$ cat src/rtl/uart_pkg.sv
// rtl/uart_pkg.sv - shared UART types, parity encoding and bit-period computation
package uart_pkg;

   typedef enum logic [2:0] {
      IDLE,
      START,
      DATA,
      PAR,
      STOP
   } tx_state_e;

   localparam logic PAR_EVEN = 1'b0;
   localparam logic PAR_ODD  = 1'b1;

   function automatic int unsigned calc_div(input int unsigned clk_hz, input int unsigned baud);
      return clk_hz / baud;
   endfunction

   function automatic logic parity_bit(input logic [7:0] d, input logic sel);
      if (sel == PAR_EVEN) begin
         return ^d;
      end else if (sel == PAR_ODD) begin
         return ~(^d);
      end else begin
         return 1'b0;
      end
   endfunction

endpackage

$ cat src/rtl/uart_baud_gen.sv
// rtl/uart_baud_gen.sv - bit-period counter with synchronous clear and terminal-count flag
module uart_baud_gen #(
   parameter int unsigned DIV = 4
) (
   input  logic clk,
   input  logic rst_n,
   input  logic clr,
   output logic tc
);

   localparam int unsigned CW = $clog2(DIV);
   localparam logic [CW-1:0] LAST = CW'(DIV - 1);

   logic [CW-1:0] cnt_q;
   logic [CW-1:0] cnt_d;

   always_comb begin
      cnt_d = cnt_q + 1'b1;
      if (clr || tc) begin
         cnt_d = '0;
      end
   end

   assign tc = (cnt_q == LAST);

   always_ff @(posedge clk or negedge rst_n) begin
      if (!rst_n) begin
         cnt_q <= '0;
      end else begin
         cnt_q <= cnt_d;
      end
   end

endmodule

$ cat src/rtl/uart_tx_parity.sv
// rtl/uart_tx_parity.sv - UART transmitter, 8 data bits + parity + 1 stop, one-byte holding register
module uart_tx_parity
   import uart_pkg::*;
#(
   parameter int unsigned CLK_HZ = 24000000,
   parameter int unsigned BAUD   = 9600
) (
   input  logic       clk,
   input  logic       rst_n,
   input  logic [7:0] tx_data,
   input  logic       parity,
   input  logic       send,
   output logic       tdre,
   output logic       busy,
   output logic       tx
);

   localparam int unsigned DIV = calc_div(CLK_HZ, BAUD);

   tx_state_e  state_q, state_d;
   logic [7:0] hold_q, hold_d;
   logic       hold_par_q, hold_par_d;
   logic       hold_full_q, hold_full_d;
   logic [7:0] shift_q, shift_d;
   logic       par_bit_q, par_bit_d;
   logic [2:0] bit_cnt_q, bit_cnt_d;
   logic       tx_q, tx_d;
   logic       load;
   logic       baud_clr;
   logic       baud_tc;

   // Counter is held at zero while idle so every frame starts on a fresh bit period.
   assign baud_clr = (state_q == IDLE);

   uart_baud_gen #(.DIV(DIV)) u_baud (
      .clk   (clk),
      .rst_n (rst_n),
      .clr   (baud_clr),
      .tc    (baud_tc)
   );

   always_comb begin
      state_d     = state_q;
      hold_d      = hold_q;
      hold_par_d  = hold_par_q;
      hold_full_d = hold_full_q;
      shift_d     = shift_q;
      par_bit_d   = par_bit_q;
      bit_cnt_d   = bit_cnt_q;
      tx_d        = tx_q;
      load        = 1'b0;

      case (state_q)
         IDLE: begin
            tx_d = 1'b1;
            load = hold_full_q;
         end
         START: begin
            if (baud_tc) begin
               state_d   = DATA;
               bit_cnt_d = 3'd0;
               tx_d      = shift_q[0];
            end
         end
         DATA: begin
            if (baud_tc) begin
               if (bit_cnt_q == 3'd7) begin
                  state_d = PAR;
                  tx_d    = par_bit_q;
               end else begin
                  bit_cnt_d = bit_cnt_q + 3'd1;
                  shift_d   = {1'b0, shift_q[7:1]};
                  tx_d      = shift_q[1];
               end
            end
         end
         PAR: begin
            if (baud_tc) begin
               state_d = STOP;
               tx_d    = 1'b1;
            end
         end
         STOP: begin
            if (baud_tc) begin
               tx_d = 1'b1;
               if (hold_full_q) begin
                  load = 1'b1;
               end else begin
                  state_d = IDLE;
               end
            end
         end
         default: begin
            state_d = IDLE;
            tx_d    = 1'b1;
         end
      endcase

      // Load only happens with the holding register full, so it never collides with an accepted send.
      if (load) begin
         state_d     = START;
         shift_d     = hold_q;
         par_bit_d   = parity_bit(hold_q, hold_par_q);
         bit_cnt_d   = 3'd0;
         tx_d        = 1'b0;
         hold_full_d = 1'b0;
      end

      if (send && !hold_full_q) begin
         hold_full_d = 1'b1;
         hold_d      = tx_data;
         hold_par_d  = parity;
      end
   end

   always_ff @(posedge clk or negedge rst_n) begin
      if (!rst_n) begin
         state_q     <= IDLE;
         hold_q      <= 8'h00;
         hold_par_q  <= 1'b0;
         hold_full_q <= 1'b0;
         shift_q     <= 8'h00;
         par_bit_q   <= 1'b0;
         bit_cnt_q   <= 3'd0;
         tx_q        <= 1'b1;
      end else begin
         state_q     <= state_d;
         hold_q      <= hold_d;
         hold_par_q  <= hold_par_d;
         hold_full_q <= hold_full_d;
         shift_q     <= shift_d;
         par_bit_q   <= par_bit_d;
         bit_cnt_q   <= bit_cnt_d;
         tx_q        <= tx_d;
      end
   end

   assign tdre = ~hold_full_q;
   assign busy = (state_q != IDLE);
   assign tx   = tx_q;

endmodule

$ cat config.mk
export PLATFORM = sky130hd
export DESIGN_NAME = uart_tx_parity
export DESIGN_NICKNAME = d
export VERILOG_FILES = /design/src/rtl/uart_pkg.sv /design/src/rtl/uart_baud_gen.sv /design/src/rtl/uart_tx_parity.sv
export SDC_FILE = /design/constraint.sdc
export NUM_CORES = 1
export LEC_CHECK = 0
export CORE_AREA = 3 3 86 88
export CTS_BUF_LIST = sky130_fd_sc_hd__clkbuf_16
export CTS_CLUSTER_SIZE = 12
export DETAILED_ROUTE_END_ITERATION = 12
export DIE_AREA = 0 0 89 91
export SLEW_MARGIN = 30
export SYNTH_ARGS = -nofsm -noshare
export SYNTH_HDL_FRONTEND = slang
export SYNTH_SLANG_ARGS = --single-unit
$ cat constraint.sdc
create_clock -name clk -period 1.9 [get_ports clk]
set_input_delay 0.38 -clock clk [delete_from_list [all_inputs] [get_ports clk]]
set_output_delay 0.38 -clock clk [all_outputs]
set_load 0.01 [all_outputs]
Word level (Yosys, flattened, before mapping):

Index checks and enable logic that the tools add are counted.

* bits of input ports: 12
* output and inout bits: 3
* register bits after elaboration: 38
* logic and storage cells: 74

* mux-type cells: 30
* reductions and logical operators: 15
* add/subtract/negate cells: 2
* equality and inequality tests: 16
* bitwise logic cells: 2

Operators by type and width (number)
* 3-bit two-way mux: 11
* 8-bit two-way mux: 4
* 3-bit case mux with 5 select lines: 1
* 12-bit by 1-bit adder with 12-bit output, second input constant: 1
* 12-bit equality test, second input constant: 1
* 12-bit two-way mux: 1
* 3-bit by 2-bit != test with 1-bit output, second input constant: 4
* 1-bit two-way mux: 10
* 3-bit != test, second input constant: 3
* 8-bit XOR reduction: 1
* 7-bit AND reduction: 1
* 3-bit by 2-bit equality test with 1-bit output, second input constant: 2
* 3-bit equality test, second input constant: 2
* 3-bit case mux with 2 select lines: 1
* 3-bit AND reduction: 2
* 2-bit nonzero test: 3
* 3-bit nonzero test: 2
* 2-bit != test, second input constant: 2
* 4-bit AND reduction: 1
* 3-bit by 1-bit adder with 3-bit output, second input constant: 1
* 3-bit by 1-bit equality test with 1-bit output, second input constant: 1
* 3-bit logical NOT: 1
* 3-bit by 1-bit != test with 1-bit output, second input constant: 1
* 1-bit case mux with 3 select lines: 1
* 6 further kinds: 7

Longest topological paths before layout:

Gate-level depths: netlist (run 1).

* depth after elaboration: 5
* mapped depth: 6
* mapped depth without buffers: 6

By module:

From an unflattened synthesis (run 1), not the netlist that was laid out.

* cells, all modules: 177
* area, all modules: 1891.8 µm²

Modules (own cells, without submodules)
* uart_tx_parity: cells each 119, area an instance 1297.5 µm², instances 1, seq. area each 651.9 µm²
* uart_baud_gen: cells each 58, area an instance 594.3 µm², instances 1, seq. area each 300.3 µm²

Least setup slack after synthesis (run 1):

OpenSTA, ideal clock, no wires.

* path kind: reg2reg
* from: register bit_cnt_q[0]
* to: register shift_q[6]
* arrival time: 1.741 ns
* period minus slack after synthesis: 1.868 ns
* required time: 1.774 ns
* path buffers: 0
* cell stages (with the launch flop): 7
* setup time: 0.126 ns
* path slack: 0.032 ns
* cells stage by stage: dfrtp_1 ha_1 ha_1 nor4b_1 and4_1 a211oi_1 a221o_1

* word-level cells in the longest chain between the ends: 3

Ends and longest elaborated chain
* from (decl): line uart_tx_parity.sv:26 `logic [2:0] bit_cnt_q, bit_cnt_d;`
* from (signal assigned): line uart_tx_parity.sv:133 `bit_cnt_q <= bit_cnt_d;`
* 3-bit equality test: line uart_tx_parity.sv:67 `if (bit_cnt_q == 3'd7) begin`
* 2-bit != test (no source line)
* 3-bit AND reduction (no source line)
* to (signal assigned): line uart_tx_parity.sv:131 `shift_q <= shift_d;`
* to (decl): line uart_tx_parity.sv:24 `logic [7:0] shift_q, shift_d;`

Every way passes these cells.
A chain may end at the register's enable or synchronous reset.

Worst setup path after layout (run 1):

* from: register u_baud.cnt_q[0]
* to: register shift_q[6]

* word-level cells in the longest chain between the ends: 5
* elaborated cells between the ends (all ways): 8
* classes of those cells: eq/ne: 2; mux: 3; reduce/logical: 3

Ends and longest elaborated chain
* from (decl): line uart_baud_gen.sv:14 `logic [CW-1:0] cnt_q;`
* from (signal assigned): line uart_baud_gen.sv:30 `cnt_q <= cnt_d;`
* 12-bit equality test (*): line uart_baud_gen.sv:24 `assign tc = (cnt_q == LAST);`
* 1-bit two-way mux: line uart_tx_parity.sv:84 `if (baud_tc) begin`
* 1-bit case mux with 2 select lines: line uart_tx_parity.sv:53 `case (state_q)`
* 2-bit != test (no source line) / 2-bit nonzero test (equally long branches)
* 3-bit AND reduction (no source line)

Mark *: on every way between the ends. The rest lies on a longest branch, timed or not.

==> impl_metrics.env, run 1 <==
export IMPL_ys_dominant_reg_cell="dfrtp_1"
export IMPL_dr_pass1_iters=4
export IMPL_num_rows=30
export IMPL_power_density_nw_per_um2=1300
export IMPL_required_ns=2.06
export IMPL_areaGrowthSynthToFinish_pct=22.8
export IMPL_drv_slew=0
export IMPL_cp_depth=5
export IMPL_drc=0
export IMPL_tightest_slew_ns=0.420
export IMPL_crit_type="flip-flop to flip-flop"
export IMPL_cts_max_level=2
export IMPL_initialDrtViolationCount=64
export IMPL_initial_core_util=0.288
export IMPL_status="finished, final reports clean"
export IMPL_r2r_worst_path_cells=5
export IMPL_finalCritPeriodShare=0.961
export IMPL_synth_edf_count=0
export IMPL_relSlewSlack=0.720
export IMPL_die_x_um=89
export IMPL_detail_route_vias_per_cell=4.86
export IMPL_hpwl_um=2650
export IMPL_port_buffers=14
export IMPL_drv_cap=0
export IMPL_io_pins=15
export IMPL_setup_violations=0
export IMPL_cts_made_buffers=5
export IMPL_preCtsSetupSlack_ns=-0.111
export IMPL_tritoncts="done"
export IMPL_vias=1384
export IMPL_fin_setup_tns_ns=0
export IMPL_gp_congestion=0.755
export IMPL_root_buffer="clkbuf_16"
export IMPL_critPathTopFamily="compound AO/OA/AOI/OAI gates"
export IMPL_ctsHoldBuffers=0
export IMPL_skew_ns=0.00338
export IMPL_synth_warnings=0
export IMPL_syn_inst=178
export IMPL_cp_slowest_cell="dfrtp_1"
export IMPL_clkTransAtPathRegs_ns=0.06
export IMPL_final_nets=219
export IMPL_yosysTopAreaCellShare=0.478
export IMPL_syn_area_um2=1940
export IMPL_endpoint_kind="flip-flop"
export IMPL_insertion_delay_ns=0.28
export IMPL_grt_start_max_net_pins=19
export IMPL_dieArea_um2=8100
export IMPL_routed_wl_um=3620
export IMPL_antenna_left=0
export IMPL_start_kind="flip-flop"
export IMPL_layout_drive_gt1_share=0.190
export IMPL_finalCriticalPeriod_ns=1.83
export IMPL_synth_area_top_cells="dfrtp_1 48%, mux2_2 5.2%, xnor2_1 4.5%"
export IMPL_antenna_found_initial=0
export IMPL_worst_slack_ns=0.0732
export IMPL_async_reset_ff_frac=1.00
export IMPL_clkSinkCount=38
export IMPL_cp_max_fo=10
export IMPL_grt_total_usage=0.103
export IMPL_core_um2=6720
export IMPL_clk_path_buf_depth=2
export IMPL_min_path_type="input pin to asynchronous set/reset pin"
export IMPL_rsz0062_at_grt="no"
export IMPL_dpl_cell_area_um2=2210
export IMPL_grt_pass1_wl_um=6500
export IMPL_routedWlPerCell_um=12.7
export IMPL_hold_viol_final=0
export IMPL_overflow=0
export IMPL_syn_nets=193
export IMPL_fin_area_um2=2380
export IMPL_crit_chain="ha_1, and4bb_4, a31o_2, and2_4, a221o_1"
export IMPL_hold_slack_ns=0.0337
export IMPL_grt_pass1_vias=1351
export IMPL_synth_top_cell_by_area="dfrtp_1"
export IMPL_synth_cell_types=40
export IMPL_synth_seq_cells=38
export IMPL_fmax_mhz=547
export IMPL_power_leakage_uw=0.00105
export IMPL_max_stage_delay_ns=0.40
export IMPL_fp_dieH_um=91
export IMPL_cp_num_buf_inv=0
export IMPL_cp_arrival_ns=1.99
export IMPL_ir_worst_vdd_mv=0.790
export IMPL_syn_avg_cell_area_um2=10.9
export IMPL_ys_seq_area_frac=0.492
export IMPL_diodes=0
export IMPL_fillers=679
layout by cell type, fill, tap and decap left out, drive strengths merged, types with 3 or more instances in the layout:
cell / synthesis / routed
nand4: 5 / 5
dfrtp: 37 / 37
nor2b: 4 / 4
xor2: 6 / 6
xnor2: 10 / 10
mux2: 11 / 11
or3: 3 / 3
mux2i: 7 / 7
buf: 4 / 15
nor2: 15 / 15
o2111ai: 3 / 3
nand2: 12 / 12
o21ai: 13 / 13
clkbuf: 5 / 5
clkdlybuf4s50: 0 / 12
ha: 3 / 3
nand3: 14 / 14
inv: 4 / 4
cells by family (layout without fill, tap and decap cells):
kind of cell | Yosys count | after routing | share of synthesized area
simple gates | 66 | 66 | 0.192
flops | 38 | 38 | 0.492
compound gates | 23 | 23 | 0.0750
mux | 18 | 18 | 0.102
xor+xnor | 17 | 17 | 0.0840
buf+inv | 13 | 40 | 0.0355
fa+ha+maj | 3 | 3 | 0.0194
timing repair:
item | CTS | global route
resized for setup | 2 | 3
buffers inserted | 1 | 0
endpoints found under the hold margin | 0 | 0
setup endpoints to repair | 10 | 4
pin swaps | 1 | 0
worst register-to-register path, delay by kind of cell, from the launching register on:
family | cells | cell delay, ns
AOI/OAI and AO/OA | 2 | 0.61
DFF | 1 | 0.40
and+or+nand+nor | 2 | 0.46
adders and majority gates | 1 | 0.25
report_power, final:
part / switching [uW] / total [uW] / internal (uW) / leakage, uW
Clock: 307 / 785 / 478 / 0.0000672
Sequential: 234 / 1320 / 1080 / 0.000476
Combinational: 391 / 997 / 606 / 0.000506
per-stage QoR:
step | power, uW | util | std cells
2_1_floorplan | 2070 | - | 178
3_3_place_gp | 2320 | 0.330 | 276
3_5_place_dp | 2340 | 0.330 | 276
4_1_cts | 3150 | 0.353 | 285
5_1_grt | 3370 | 0.354 | 285
6_report | 3100 | 0.354 | 285
cell usage after synthesis (4+ instances only):
library cell and count:
xor2_1 6, dfrtp_1 37, o21ai_1 10, clkbuf_1 5
mux2_2 9, inv_1 4, xnor2_1 10, nand4_1 4
nor2b_1 4, mux2i_1 7, nor2_1 15, nand3_1 14
nand2_1 12
state kept, by name, summed over array words and instances, names as in the netlist:
signal and count:
hold_par_q 1, u_baud.cnt_q 12, shift_q 8, bit_cnt_q 3
par_bit_q 1, hold_full_q 1, tx 1, hold_q 8
state_q 3
routing by layer:
layer / part of all wire / wire length (um) / up-vias / global-route usage
met5: 0 / 0 / - / 0
met4: 0.0053 / 19 / 0 / 0.0261
met3: 0.038 / 138 / 2 / 0.0408
met2: 0.47 / 1690 / 27 / 0.150
met1: 0.49 / 1770 / 671 / 0.142
li1: - / - / 684 / -
area by class of cell:
type                    instances  area [um2]  area share
clock buffers                   5         125      0.0526
clock inverters                 3        16.3     0.00684
inverters                       4        15.0     0.00632
multi-input cells             127         930       0.391
flip-flops and latches         38         952       0.401
well taps                      80         100      0.0421
repair buffers                 28         239       0.101
path summary, 6_finish.rpt:
kind                                  from               to  slack, ns
max                        u_baud.cnt_q[0]       shift_q[6]       0.07
min                                  rst_n  u_baud.cnt_q[8]       0.03
max reg2reg                u_baud.cnt_q[0]       shift_q[6]       0.07
min reg2reg                u_baud.cnt_q[0]  u_baud.cnt_q[0]       0.48
max in group asynchronous            rst_n               tx       1.29
min in group clk           u_baud.cnt_q[0]  u_baud.cnt_q[0]       0.48
Power figures use the tool's default switching activity.
==> run 2: changes to the inputs <==
--- a/config.mk
+++ b/config.mk
@@ -10,6 +10,7 @@
 export CTS_CLUSTER_SIZE = 12
 export DETAILED_ROUTE_END_ITERATION = 12
 export DIE_AREA = 0 0 89 91
+export GPL_TIMING_DRIVEN = 1
 export SLEW_MARGIN = 30
 export SYNTH_ARGS = -nofsm -noshare
 export SYNTH_HDL_FRONTEND = slang
==> constraint.sdc (replaced) <==
create_clock -name clk -period 1.7 [get_ports clk]
set_input_delay 0.34 -clock clk [delete_from_list [all_inputs] [get_ports clk]]
set_output_delay 0.34 -clock clk [all_outputs]
set_load 0.01 [all_outputs]
==> impl_metrics.env, run 2 (synthesis results as in run 1) <==
export IMPL_cp_slowest_cell="dfrtp_1"
export IMPL_dr_pass1_iters=4
export IMPL_layout_common_cells="37 x dfrtp_1, 27 x buf_4, 15 x nor2_1"
export IMPL_diodes=0
export IMPL_power_density_nw_per_um2=1420
export IMPL_dpl_cell_area_um2=2330
export IMPL_routedWlPerCell_um=12.5
export IMPL_critPathTopFamily="simple AND/OR/NAND/NOR gates"
export IMPL_port_buffers=14
export IMPL_antenna_left=0
export IMPL_start_kind="flip-flop"
export IMPL_final_nets=234
export IMPL_setup_violations=1
export IMPL_cp_max_fo=2
export IMPL_tightest_slew_ns=0.491
export IMPL_crit_chain="ha_2, ha_4, nor4b_4, and4_4, a211oi_2, a221o_1"
export IMPL_grt_start_max_net_pins=39
export IMPL_drv_cap=0
export IMPL_areaGrowthSynthToFinish_pct=30.1
export IMPL_r2r_worst_path_cells=6
export IMPL_initialDrtViolationCount=41
export IMPL_power_leakage_uw=0.00113
export IMPL_vias=1417
export IMPL_violations="setup timing"
export IMPL_drc=0
export IMPL_grt_pass1_vias=1369
export IMPL_hpwl_um=2710
export IMPL_cts_made_buffers=5
export IMPL_num_rows=30
export IMPL_reg_top3="u_baud.cnt_q: 12 flops, hold_q: 8 flops, shift_q: 8 flops"
export IMPL_regMostFlops="u_baud.cnt_q"
export IMPL_grt_total_usage=0.101
export IMPL_clk_path_buf_depth=2
export IMPL_gp_congestion=0.758
export IMPL_finalCritPeriodShare=1.03
export IMPL_cp_arrival_ns=1.91
export IMPL_status="finished with violations"
export IMPL_worst_slack_ns=-0.0445
export IMPL_max_stage_delay_ns=0.38
export IMPL_cp_depth=6
export IMPL_ctsHoldBuffers=0
export IMPL_post_place_cells=287
export IMPL_insertion_delay_ns=0.28
export IMPL_finalCriticalPeriod_ns=1.74
export IMPL_dieArea_um2=8100
export IMPL_cp_num_buf_inv=0
export IMPL_endpoint_kind="flip-flop"
export IMPL_final_common_cell="dfrtp_1"
export IMPL_hold_slack_ns=0.107
export IMPL_p_total_uw=3590
export IMPL_ir_worst_vdd_mv=0.909
export IMPL_crit_type="flip-flop to flip-flop"
export IMPL_hold_viol_final=0
export IMPL_grt_pass1_wl_um=6350
export IMPL_relSlewSlack=0.673
export IMPL_root_buffer="clkbuf_16"
export IMPL_rsz0062_at_grt="yes"
export IMPL_ff2ff_setup_slack_ns=-0.04
export IMPL_min_path_type="input pin to asynchronous set/reset pin"
export IMPL_antenna_found_initial=0
export IMPL_detail_route_vias_per_cell=4.72
export IMPL_skew_ns=0.00313
export IMPL_fmax_mhz=573
export IMPL_initial_core_util=0.288
export IMPL_tritoncts="done"
export IMPL_overflow=0
export IMPL_fin_area_um2=2520
export IMPL_clkTransAtPathRegs_ns=0.06
export IMPL_core_um2=6720
export IMPL_die_x_um=89
export IMPL_drv_slew=0
export IMPL_largest_reg_flops=12
export IMPL_final_cells=300
export IMPL_io_pins=15
export IMPL_preCtsSetupSlack_ns=-0.0172
export IMPL_cts_max_level=2
export IMPL_required_ns=1.86
export IMPL_routed_wl_um=3750
export IMPL_rr_endpoint="shift_q[6]"
export IMPL_r2r_start="bit_cnt_q[1]"
export IMPL_clkSinkCount=38
export IMPL_layout_drive_gt1_share=0.268
export IMPL_fp_dieH_um=91
run 2: metrics by stage:
| step | TNS, ns | util |
|---|---|---|
| after floorplan | -0.0154 | - |
| after global placement | 0 | 0.347 |
| after detailed placement | -0.0328 | 0.347 |
| after CTS | -0.00496 | 0.369 |
| after global routing | -0.572 | 0.375 |
| final | -0.0445 | 0.375 |
run 2: worst reg2reg max path, cell delays in order, from the launching register on:
cell and delay, ns:
dfrtp_1 0.38, ha_2 0.20, ha_4 0.16, nor4b_4 0.30, and4_4 0.28, a211oi_2 0.04, a221o_1 0.26
run 2: what timing repair did:
action	4_1_cts	5_1_grt
gates resized for setup	3	5
gates cloned	0	0
pin swaps	3	5
endpoints found under the setup margin	7	14
setup buffers	1	4
run 2: how the worst max path moves through the flow:
| stage | slack, ns | from | to |
|---|---|---|---|
| floorplan | -0.02 | bit_cnt_q[0] | shift_q[6] |
| global placement | 0.006 | bit_cnt_q[1] | shift_q[6] |
| detailed placement | -0.02 | bit_cnt_q[1] | shift_q[6] |
| CTS | -0.005 | bit_cnt_q[0] | shift_q[6] |
| global route | -0.09 | bit_cnt_q[1] | shift_q[6] |
| finish | -0.04 | bit_cnt_q[1] | shift_q[6] |
run 2: final cells by class:
cell class / count / area [um2]
Tap cell: 80 / 100
Sequential cell: 38 / 952
Clock inverter: 3 / 16.3
Multi-Input combinational cell: 127 / 955
Fill cell: 674 / 4200
Inverter: 4 / 15.0
Timing Repair Buffer: 43 / 355
Clock buffer: 5 / 125
run 2: power by group:
group	leakage, uW	switching (uW)	internal (uW)
logic	0.000586	483	769
clock network	0.0000672	356	535
registers	0.000476	233	1210
total	0.00113	1070	2520
run 2: metal layers:
| layer | share of wire | up-vias | track usage |
|---|---|---|---|
| met1 | 0.44 | 677 | 0.121 |
| met2 | 0.50 | 18 | 0.166 |
| met5 | 0 | - | 0 |
| li1 | - | 716 | - |
| met3 | 0.036 | 6 | 0.0299 |
| met4 | 0.021 | 0 | 0.0447 |
